$ cat config.mk
export PLATFORM = sky130hd
export DESIGN_NAME = sixty_four_bit_csa_subtractor_iter_flat
export DESIGN_NICKNAME = d
export VERILOG_FILES = /design/src/rtl/sixty_four_bit_csa_subtractor_iter_if.sv /design/src/rtl/sixty_four_bit_csa_subtractor_iter.sv /design/src/flat_wrapper.sv
export SDC_FILE = /design/constraint.sdc
export NUM_CORES = 1
export LEC_CHECK = 0
export ABC_AREA = 1
export CAP_MARGIN = 20
export CORE_ASPECT_RATIO = 1.75
export CORE_MARGIN = 3
export CORE_UTILIZATION = 39
export CTS_CLUSTER_SIZE = 8
export DETAILED_ROUTE_END_ITERATION = 10
export HOLD_SLACK_MARGIN = 0.02
export PLACE_DENSITY = 0.64
export SLEW_MARGIN = 20
export SYNTH_ARGS = -nofsm -noshare
export SYNTH_HDL_FRONTEND = slang
export SYNTH_SLANG_ARGS = --single-unit
$ cat constraint.sdc
create_clock -name clk -period 10.75 [get_ports clk]
set_input_delay 1.6125 -clock clk [delete_from_list [all_inputs] [get_ports clk]]
set_output_delay 1.6125 -clock clk [all_outputs]
set_load 0.005 [all_outputs]
$ cat src/rtl/sixty_four_bit_csa_subtractor_iter_if.sv
// Operand/result handshake bundle for the iterative carry-select subtractor.
interface sixty_four_bit_csa_subtractor_iter_if #(
    parameter int WIDTH = 64
);
    logic             in_valid;
    logic             in_ready;
    logic [WIDTH-1:0] A;
    logic [WIDTH-1:0] B;
    logic             Bin;
    logic             out_valid;
    logic             out_ready;
    logic [WIDTH-1:0] D;
    logic             B_Out;
    logic             zero;
    logic             ovf;

    // Producer/consumer side of the block
    modport master (
        output in_valid, A, B, Bin, out_ready,
        input  in_ready, out_valid, D, B_Out, zero, ovf
    );

    // The subtractor itself
    modport slave (
        input  in_valid, A, B, Bin, out_ready,
        output in_ready, out_valid, D, B_Out, zero, ovf
    );
endinterface

$ cat src/rtl/sixty_four_bit_csa_subtractor_iter.sv
// Multi-cycle carry-select subtractor: D = A - B - Bin, one SLICE-bit slice per RUN cycle.
// Both borrow-0 and borrow-1 slice differences are formed; the running borrow picks one.
module sixty_four_bit_csa_subtractor_iter #(
    parameter int WIDTH = 64,
    parameter int SLICE = 16
) (
    input  logic                                  clk,
    input  logic                                  rst_n,
    sixty_four_bit_csa_subtractor_iter_if.slave   bus
);
    localparam int NSLICE = WIDTH / SLICE;
    localparam int KW     = (NSLICE > 1) ? $clog2(NSLICE) : 1;
    localparam int IW     = (WIDTH > 1) ? $clog2(WIDTH) : 1;

    typedef enum logic [1:0] {
        IDLE = 2'd0,
        RUN  = 2'd1,
        DONE = 2'd2
    } state_t;

    state_t           state;
    logic [WIDTH-1:0] a_r;
    logic [WIDTH-1:0] b_r;
    logic             borrow;
    logic [KW-1:0]    k;
    logic [WIDTH-1:0] d_r;
    logic             b_out_r;
    logic             zero_r;
    logic             ovf_r;

    logic [IW-1:0]    base;
    logic [SLICE-1:0] a_k;
    logic [SLICE-1:0] b_k;
    logic [SLICE:0]   diff0;
    logic [SLICE:0]   diff1;
    logic [SLICE-1:0] d_sel;
    logic             b_sel;
    logic [WIDTH-1:0] d_next;

    // Slice datapath: both borrow hypotheses, selected by the running borrow
    always_comb begin
        base   = IW'(k) * IW'(SLICE);
        a_k    = a_r[base +: SLICE];
        b_k    = b_r[base +: SLICE];
        diff0  = {1'b0, a_k} - {1'b0, b_k};
        diff1  = {1'b0, a_k} - {1'b0, b_k} - {{SLICE{1'b0}}, 1'b1};
        d_sel  = borrow ? diff1[SLICE-1:0] : diff0[SLICE-1:0];
        b_sel  = borrow ? diff1[SLICE] : diff0[SLICE];
        d_next = d_r;
        d_next[base +: SLICE] = d_sel;
    end

    // Control FSM and result registers
    always_ff @(posedge clk or negedge rst_n) begin
        if (!rst_n) begin
            state   <= IDLE;
            a_r     <= '0;
            b_r     <= '0;
            borrow  <= 1'b0;
            k       <= '0;
            d_r     <= '0;
            b_out_r <= 1'b0;
            zero_r  <= 1'b0;
            ovf_r   <= 1'b0;
        end else begin
            case (state)
                IDLE: begin
                    if (bus.in_valid) begin
                        a_r    <= bus.A;
                        b_r    <= bus.B;
                        borrow <= bus.Bin;
                        k      <= '0;
                        d_r    <= '0;
                        state  <= RUN;
                    end
                end
                RUN: begin
                    d_r    <= d_next;
                    borrow <= b_sel;
                    if (k == KW'(NSLICE - 1)) begin
                        k       <= '0;
                        b_out_r <= b_sel;
                        zero_r  <= (d_next == '0);
                        ovf_r   <= (a_r[WIDTH-1] != b_r[WIDTH-1]) &&
                                   (d_next[WIDTH-1] != a_r[WIDTH-1]);
                        state   <= DONE;
                    end else begin
                        k <= k + KW'(1);
                    end
                end
                DONE: begin
                    if (bus.out_ready) begin
                        state <= IDLE;
                    end
                end
                default: state <= IDLE;
            endcase
        end
    end

    assign bus.in_ready  = (state == IDLE);
    assign bus.out_valid = (state == DONE);
    assign bus.D         = d_r;
    assign bus.B_Out     = b_out_r;
    assign bus.zero      = zero_r;
    assign bus.ovf       = ovf_r;
endmodule

$ cat src/flat_wrapper.sv
// flat-port wrapper written by rule: the top's interface ports become plain ports
module sixty_four_bit_csa_subtractor_iter_flat 
#(
    parameter int WIDTH = 64,
    parameter int SLICE = 16
)
  (clk, rst_n, bus_in_valid, bus_A, bus_B, bus_Bin, bus_out_ready, bus_in_ready, bus_out_valid, bus_D, bus_B_Out, bus_zero, bus_ovf);
  sixty_four_bit_csa_subtractor_iter_if #(.WIDTH(WIDTH)) bus_i ();
  input  logic clk;
  input  logic rst_n;
  input wire logic [$bits(bus_i.in_valid)-1:0] bus_in_valid;
  input wire logic [$bits(bus_i.A)-1:0] bus_A;
  input wire logic [$bits(bus_i.B)-1:0] bus_B;
  input wire logic [$bits(bus_i.Bin)-1:0] bus_Bin;
  input wire logic [$bits(bus_i.out_ready)-1:0] bus_out_ready;
  output wire logic [$bits(bus_i.in_ready)-1:0] bus_in_ready;
  output wire logic [$bits(bus_i.out_valid)-1:0] bus_out_valid;
  output wire logic [$bits(bus_i.D)-1:0] bus_D;
  output wire logic [$bits(bus_i.B_Out)-1:0] bus_B_Out;
  output wire logic [$bits(bus_i.zero)-1:0] bus_zero;
  output wire logic [$bits(bus_i.ovf)-1:0] bus_ovf;
  assign bus_i.in_valid = bus_in_valid;
  assign bus_i.A = bus_A;
  assign bus_i.B = bus_B;
  assign bus_i.Bin = bus_Bin;
  assign bus_i.out_ready = bus_out_ready;
  assign bus_in_ready = bus_i.in_ready;
  assign bus_out_valid = bus_i.out_valid;
  assign bus_D = bus_i.D;
  assign bus_B_Out = bus_i.B_Out;
  assign bus_zero = bus_i.zero;
  assign bus_ovf = bus_i.ovf;
  sixty_four_bit_csa_subtractor_iter #(.WIDTH(WIDTH), .SLICE(SLICE)) u_core (.clk(clk), .rst_n(rst_n), .bus(bus_i));
endmodule
======== Word-level counts from Yosys, hierarchy flattened ========
Cells that the tools add are included.
Widths: inputs -> output; s select.
storage, ports and cells
  word-level logic and storage cells ...... 47
  flip-flop bits (word level) ............. 200
  input bits .............................. 133
  output and inout port bits .............. 69
operators by class
  eq/ne operators ......................... 8
  reductions and logical operators ........ 8
  shift operators ......................... 4
  multiplexer cells ....................... 14
  add/sub/neg operators ................... 4
operators by type and width
  operator                 count
  $pmux 64 s2              1
  $shiftx 64x7->16         2
  $bwmux 64                1
  $logic_not 64->1         1
  $mux 64                  1
  $shift 16x8->64 const A  1
  $shiftx 16x8->64         1
  $sub 16x16->17           1
  $sub 17x1->17 const B    1
  $mux 16                  1
  $mux 2                   5
  $neg 6->8                1
  $pmux 2 s3               1
  $reduce_and 2->1         3
  $eq 2x2->1 const B       2
  $ne 2x2->1 const B       2
  $pmux 2 s2               1
  $reduce_and 3->1         1
  $add 2x1->2 const B      1
  $eq 2x1->1 const B       1
  $logic_not 2->1          1
  $mux 1                   2
  $ne 1x1->1               2
  $ne 2x1->1 const B       1
  other kinds (3)          3

======== Depth between registers and ports, before layout ========
Gate-level depths: netlist (run 1).
  depth after elaboration ................. 8
  depth in mapped cells ................... 29
  depth with buffers taken out ............ 27

======== Worst setup path before layout (run 1) ========
OpenSTA, ideal clock, no wires.
  path type ............................... register -> register
  start point ............................. register u_core.k[0]
  end point ............................... register u_core.zero_r (netlist: u_core.bus.zero)
  cell stages (with the launch flop) ...... 29
  library setup time ...................... 0.065 ns
  data required time ...................... 10.685 ns
  clock period less this slack ............ 3.945 ns
  path buffers ............................ 3
  arrival ................................. 3.880 ns
  setup slack ............................. 6.805 ns
  cell sequence ........................... dfrtp_1 clkbuf_1 clkbuf_1 clkbuf_1 a21oi_1 a32o_1 ha_1 inv_1 fa_1 inv_1 ha_1 nand2_1 nor2_1 nand3_1 nor2_1 nand2_1 nor2_1 nand2_1 nand2_1 nand2_1 nand2_1 o21ai_1 nor2_1 nand2_1 nor2_1 nand3_1 nor2_1 nand3_1 nand2_1
on the way
  longest elaborated chain between the ends .. 7
  elaborated cells between the ends (all ways) .. 12
ends and longest elaborated chain
  element                                     RTL line                                                                            text
  start: declaration                          sixty_four_bit_csa_subtractor_iter.sv:25                                            logic [KW-1:0] k;
  start signal: assignment                    sixty_four_bit_csa_subtractor_iter.sv:88                                            k <= k + KW'(1);
  $shiftx 64x7->16, on equally long branches  sixty_four_bit_csa_subtractor_iter.sv:43, sixty_four_bit_csa_subtractor_iter.sv:44
  $sub 16x16->17                              sixty_four_bit_csa_subtractor_iter.sv:45, sixty_four_bit_csa_subtractor_iter.sv:46
  $sub 17x1->17                               sixty_four_bit_csa_subtractor_iter.sv:46                                            diff1 = {1'b0, a_k} - {1'b0, b_k} - {{SLICE{1'b0}}, 1'b1};
  $mux 16                                     sixty_four_bit_csa_subtractor_iter.sv:47                                            d_sel = borrow ? diff1[SLICE-1:0] : diff0[SLICE-1:0];
  $shiftx 16x8->64                            sixty_four_bit_csa_subtractor_iter.sv:50                                            d_next[base +: SLICE] = d_sel;
  $bwmux 64                                   sixty_four_bit_csa_subtractor_iter.sv:50
  $logic_not 64->1                            sixty_four_bit_csa_subtractor_iter.sv:83                                            zero_r <= (d_next == '0);
  end signal: assignment                      sixty_four_bit_csa_subtractor_iter.sv:83
  end: declaration                            sixty_four_bit_csa_subtractor_iter.sv:28                                            logic zero_r;
Parallel ways exist; a longest one is shown, timed or not.
A chain may end at the register's enable or synchronous reset.

======== Worst setup path after layout (run 1) ========
Same ends and word-level chain as after synthesis.

==> flow_metrics.tcl, run 1 <==
set metrics [dict create \
    ys_seq_area_share_pct 45.6 \
    routedWlPerCell_microns 18.8 \
    ctsResizeCount 0 \
    syn_inst 1273 \
    crit_type "flip-flop to flip-flop" \
    fill_cells 2642 \
    syn_area_per_cell_sq_um 8.62 \
    cts_hold_buf 0 \
    post-route-min-period_ns 4.97 \
    nets 1601 \
    cts-root-buf "clkbuf_16" \
    reg2reg_depth 21 \
    startpoint "u_core.k[0]" \
    grt.total_usage_pct 22.7 \
    slew_viol_final 0 \
    finalCritPeriodShare_pct 46.2 \
    place.gp.congestion 0.896 \
    r2r_slack_ns 5.78 \
    rsz0062_at_grt "false" \
    ys_types 40 \
    cts_buffers 17 \
    r2r-start "u_core.k[0]" \
    fp.coreArea_sq_um 27500 \
    final_layout_size_suffix_gt1_share_pct 14.3 \
    drcViolationCount 0 \
    grt_max_degree 131 \
    setup_viol 0 \
    cts_tree "built" \
    clk_path_buf_depth 2 \
    timing.fmax_mhz 201 \
    yosys_warnings 0 \
    tns_ns 0 \
    required_ns 11.15 \
    diodes 0 \
    cts_setup_buffers 0 \
    endpoint "u_core.bus.zero" \
    grt_antenna_before_repair 0 \
    overflow 0 \
    worst_skew_pair.late_latency_ns 0.47 \
    hold_depth 1 \
    fin_skew_ns 0.0133 \
    final_hold_viol_count 0 \
    min_path_type "flip-flop to flip-flop" \
    start_kind "flip-flop" \
    die_h_microns 228 \
    start_util_pct 39.8 \
    grt_pass1_wl_microns 53500 \
    vias 9687 \
    drv_cap 0 \
    viasPerCell 5.31 \
    area_growth_pct 26.8 \
    status "completed" \
    die_x_microns 133 \
    antenna_left 0 \
    finalWirelength_microns 34400 \
    slew_headroom_pct 31.5 \
    cts_max_level 4 \
    dp_hpwl_microns 25800 \
    fp-row-count 80 \
    tightestPinTransition_ns 1.03 \
    cp-end-kind "flip-flop" \
    ys_ff_latch 200 \
    numPortBuffers 201 \
    first_pass_iters 5 \
    clk_pin_slew_ns 0.08 \
    die_area_sq_um 30300 \
    r2r_end "u_core.bus.zero" \
    clock-sinks 200 \
    drtIter0Drc 642 \
    crit_fanout 66 \
    arrival_ns 5.38 \
    ioPinCount 202 \
    syn_area_sq_um 11000 \
    syn-num-nets 1430 \
    grt_pass1_vias 9770 \
]
[final cells by class]
cell class                 instances  area [sq um]  share of cell area [%]
multi-input combinational        904          5330                    38.3
sequential                       200          5010                    36.0
timing repair buffer             212          2120                    15.2
clock buffer                      22           474                    3.41
tap                              369           462                    3.32
inverter                         109           409                    2.94
clock inverter                    10           109                   0.783
[metrics by stage]
| stage | std cells | cell area, sq um | util (%) | worst slack [ns] | hold slack, ns |
|---|---|---|---|---|---|
| 2_1_floorplan | 1273 | 11000 | - | 6.81 | 0.473 |
| 3_3_place_gp | 1793 | 13300 | 48.3 | 5.93 | 0.484 |
| 3_5_place_dp | 1793 | 13300 | 48.3 | 5.85 | 0.488 |
| 4_1_cts | 1825 | 13900 | 50.4 | 5.84 | 0.505 |
| 5_1_grt | 1826 | 13900 | 50.5 | 5.43 | 0.523 |
| 6_report | 1826 | 13900 | 50.5 | 5.78 | 0.505 |
[per-layer routing]
metal | wire length, microns | GRT usage [%] | vias to the layer above
li1 | - | - | 4617
met1 | 12700 | 24.2 | 4660
met2 | 18700 | 42.5 | 337
met3 | 1360 | 3.70 | 73
met4 | 1540 | 11.5 | 0
met5 | 0 | 0 | -
[synthesized netlist by cell type (all sizes together)]
library cell	instances	area share, %
nor3	4	0.18
nand4	24	1.4
fa	1	0.18
o31ai	1	0.068
mux2	127	13
clkbuf	49	1.7
xor2	1	0.080
o22ai	30	1.7
a22oi	4	0.27
nand3b	2	0.14
o32ai	1	0.080
a32o	16	1.5
and2	3	0.17
nor3b	1	0.068
ha	23	2.6
nand2	331	12
a21oi	34	1.6
inv	107	3.7
clkinv	2	0.068
a21o	4	0.27
buf	11	0.47
o211ai	1	0.068
dfrtp	200	46
o21ai	95	4.3
a2bb2oi	1	0.080
xnor2	1	0.080
nand3	63	3.1
a22o	19	1.5
nor2	117	4.2
[cell families after synthesis]
logic type               synth area share, %
AO/OA/AOI/OAI                           11.4
XOR/XNOR                               0.160
adder cells (fa/ha/maj)                 2.81
buffers and inverters                   5.91
flip-flops                              45.6
multiplexers                            13.0
AND/OR/NAND/NOR                         21.0
[registers in the layout (all words and copies together), names as in the netlist, 2 cells and up]
name,cells
u_core.a_r,64
u_core.b_r,64
u_core.bus.D,64
u_core.k,2
u_core.state,2
[placed cells by master, fill, tap and decap left out, drive strengths merged]
| cell type | synthesis | layout |
|---|---|---|
| a21o | 4 | 4 |
| a21oi | 34 | 34 |
| a22o | 19 | 19 |
| a22oi | 4 | 4 |
| a2bb2oi | 1 | 1 |
| a32o | 16 | 16 |
| and2 | 3 | 3 |
| buf | 11 | 12 |
| bufinv | 0 | 1 |
| clkbuf | 49 | 22 |
| clkdlybuf4s50 | 0 | 200 |
| clkinv | 2 | 5 |
| clkinvlp | 0 | 1 |
| dfrtp | 200 | 200 |
| fa | 1 | 1 |
| ha | 23 | 23 |
| inv | 107 | 112 |
| mux2 | 127 | 127 |
| nand2 | 331 | 331 |
| nand3 | 63 | 63 |
| nand3b | 2 | 2 |
| nand4 | 24 | 24 |
| nor2 | 117 | 117 |
| nor3 | 4 | 4 |
| nor3b | 1 | 1 |
| o211ai | 1 | 1 |
| o21ai | 95 | 95 |
| o22ai | 30 | 30 |
| o31ai | 1 | 1 |
| o32ai | 1 | 1 |
| xnor2 | 1 | 1 |
| xor2 | 1 | 1 |
[how the worst min path moves through the flow]
stage                    startpoint               to  slack (ns)
floorplan           u_core.bus.zero  u_core.bus.zero        0.47
global placement     u_core.a_r[23]   u_core.a_r[23]        0.48
detailed placement   u_core.b_r[31]   u_core.b_r[31]        0.49
CTS                  u_core.b_r[31]   u_core.b_r[31]        0.50
global route         u_core.a_r[34]   u_core.a_r[34]        0.52
finish               u_core.b_r[31]   u_core.b_r[31]        0.50
[worst max-delay path: stages, from the launching register on]
cell and delay (ns):
dfrtp_2 0.71, buf_4 0.60, o21ai_0 0.27, o22ai_1 0.22, ha_1 0.17, inv_1 0.09
fa_1 0.58, inv_1 0.08, ha_1 0.26, o21ai_0 0.13, and2_1 0.19, nand2_1 0.10
o22ai_1 0.10, nor3_1 0.19, nand3_1 0.12, nor3_1 0.19, nand3_1 0.21, nor2_1 0.27
nand2_1 0.08, nor2_1 0.10, nand3_1 0.08, nand2_1 0.06
Power of run 1 is left out: the tool's default activity adds up to more than one toggle a clock period on the data nets, which glitch-free logic cannot reach.
==> run 2, diff against run 1 <==
==> constraint.sdc (replaced) <==
create_clock -name clk -period 4.64 [get_ports clk]
set_input_delay 0.696 -clock clk [delete_from_list [all_inputs] [get_ports clk]]
set_output_delay 0.696 -clock clk [all_outputs]
set_load 0.005 [all_outputs]
==> run 2 against run 1 <==
Count of clock-buffer cells in the layout is 2 lower. Fmax is 18% higher. Global-route usage is 0.39 points lower. Cell area is 0.52% higher. Via count is 1.3% lower. Critical endpoint unchanged. Highest routed layer unchanged.
==> flow_metrics.tcl, run 2 (synthesis gave the netlist of run 1 again) <==
set metrics [dict create \
    status "completed" \
    slew_viol_final 0 \
    final_layout_size_suffix_gt1_share_pct 14.9 \
    r2r_slack_ns 0.44 \
    drcViolationCount 0 \
    grt_antenna_before_repair 0 \
    cp_num_buf_inv 3 \
    diodes 0 \
    grt_pass1_vias 9637 \
    overflow 0 \
    start_util_pct 39.8 \
    fin_skew_ns 0.00966 \
    drv_cap 0 \
    slowest_delay_ns 0.48 \
    timing.fmax_mhz 238 \
    dp_hpwl_microns 26000 \
    first_pass_iters 5 \
    ioPinCount 202 \
    startpoint "u_core.k[0]" \
    cts_setup_buffers 0 \
    finalCritPeriodShare_pct 90.5 \
    cp-end-kind "flip-flop" \
    worst_skew_pair.late_latency_ns 0.45 \
    drtIter0Drc 703 \
    crit_top_cell "nand2_1" \
    viasPerCell 5.21 \
    numPortBuffers 201 \
    cts-root-buf "clkbuf_16" \
    setup_viol 0 \
    clk_pin_slew_ns 0.07 \
    critical-path-top-delay-family "simple AND/OR/NAND/NOR gates" \
    grt_max_degree 101 \
    arrival_ns 4.59 \
    grt.total_usage_pct 22.3 \
    fp-row-count 80 \
    die_x_microns 133 \
    area_growth_pct 27.5 \
    crit_fanout 27 \
    rsz0062_at_grt "false" \
    antenna_left 0 \
    fill_cells 2616 \
    start_kind "flip-flop" \
    nets 1609 \
    vias 9557 \
    required_ns 5.03 \
    fp.coreArea_sq_um 27500 \
    post-route-min-period_ns 4.20 \
    finalWirelength_microns 34000 \
    reg2reg_depth 25 \
    grt_pass1_wl_microns 52900 \
    clock-sinks 200 \
    clk_path_buf_depth 2 \
    cts_buffers 17 \
    slew_headroom_pct 29.4 \
    cts_max_level 4 \
    routedWlPerCell_microns 18.6 \
    crit_type "flip-flop to flip-flop" \
    die_area_sq_um 30300 \
    place.gp.congestion 0.884 \
    cts_hold_buf 0 \
    r2r_end "u_core.bus.zero" \
    r2r-start "u_core.k[0]" \
    final_cell_mix "nand2_1 (310), clkdlybuf4s50_1 (200), dfrtp_1 (199), mux2_2 (127), nor2_1 (109)" \
    final_common_cell "nand2_1" \
    slowest_stage "fa_1" \
    min_path_type "primary input to asynchronous set/reset pin" \
    cts_tree "built" \
    final_hold_viol_count 0 \
    tns_ns 0 \
    tightestPinTransition_ns 1.06 \
    ctsResizeCount 0 \
    die_h_microns 228 \
]
-- run 2: how the worst max path moves through the flow --
stage	slack, ns	cells past startpoint	to
2_1_floorplan	0.70	28	u_core.bus.zero
5_1_grt	0.009	25	u_core.bus.zero
3_3_place_gp	0.53	25	u_core.bus.zero
4_1_cts	0.41	25	u_core.bus.zero
6_report	0.44	25	u_core.bus.zero
3_5_place_dp	0.45	25	u_core.bus.zero
-- run 2: worst register-to-register path, delay by kind of cell (launching register included) --
| family | cells | cell delay (ns) |
|---|---|---|
| and+or+nand+nor | 18 | 1.89 |
| AOI/OAI and AO/OA | 2 | 0.38 |
| adders and majority gates | 2 | 0.63 |
| DFF | 1 | 0.43 |
| buffers and inverters | 3 | 0.83 |
-- run 2: per-stage QoR --
stage	util [%]	setup slack, ns	cells	hold slack [ns]	cell area (sq um)
after floorplan	-	0.695	1273	0.400	11000
after global placement	48.7	0.535	1802	0.483	13400
after detailed placement	48.7	0.449	1802	0.488	13400
after CTS	50.8	0.410	1834	0.306	14000
after global routing	50.8	0.00932	1834	0.323	14000
final	50.8	0.439	1834	0.276	14000
-- run 2: metal layers --
metal,global-route usage (%),vias up,part of all wire [%],wire (microns)
li1,-,4644,-,-
met1,24.1,4533,37,12600
met2,42.9,317,55,18800
met3,2.82,63,3.7,1260
met4,9.72,0,4.0,1370
met5,0,-,0,0
-- run 2: final cells by class --
type | instances | area [sq um] | area share [%]
timing repair buffer | 220 | 2200 | 15.7
sequential | 200 | 5010 | 35.8
multi-input combinational | 904 | 5330 | 38.1
tap | 369 | 462 | 3.30
clock buffer | 20 | 467 | 3.34
inverter | 109 | 409 | 2.93
clock inverter | 12 | 118 | 0.841
Power of run 2 is left out for the same reason.
==> run 3, diff against run 2 <==
--- a/config.mk
+++ b/config.mk
@@ -14,7 +14,6 @@
 export DETAILED_ROUTE_END_ITERATION = 10
 export HOLD_SLACK_MARGIN = 0.02
 export PLACE_DENSITY = 0.64
-export SLEW_MARGIN = 20
 export SYNTH_ARGS = -nofsm -noshare
 export SYNTH_HDL_FRONTEND = slang
 export SYNTH_SLANG_ARGS = --single-unit
==> results of run 3 <==
Same layout as run 2: the final DEF is identical, and so are final timing and power.
Power of run 3 is left out for the same reason.
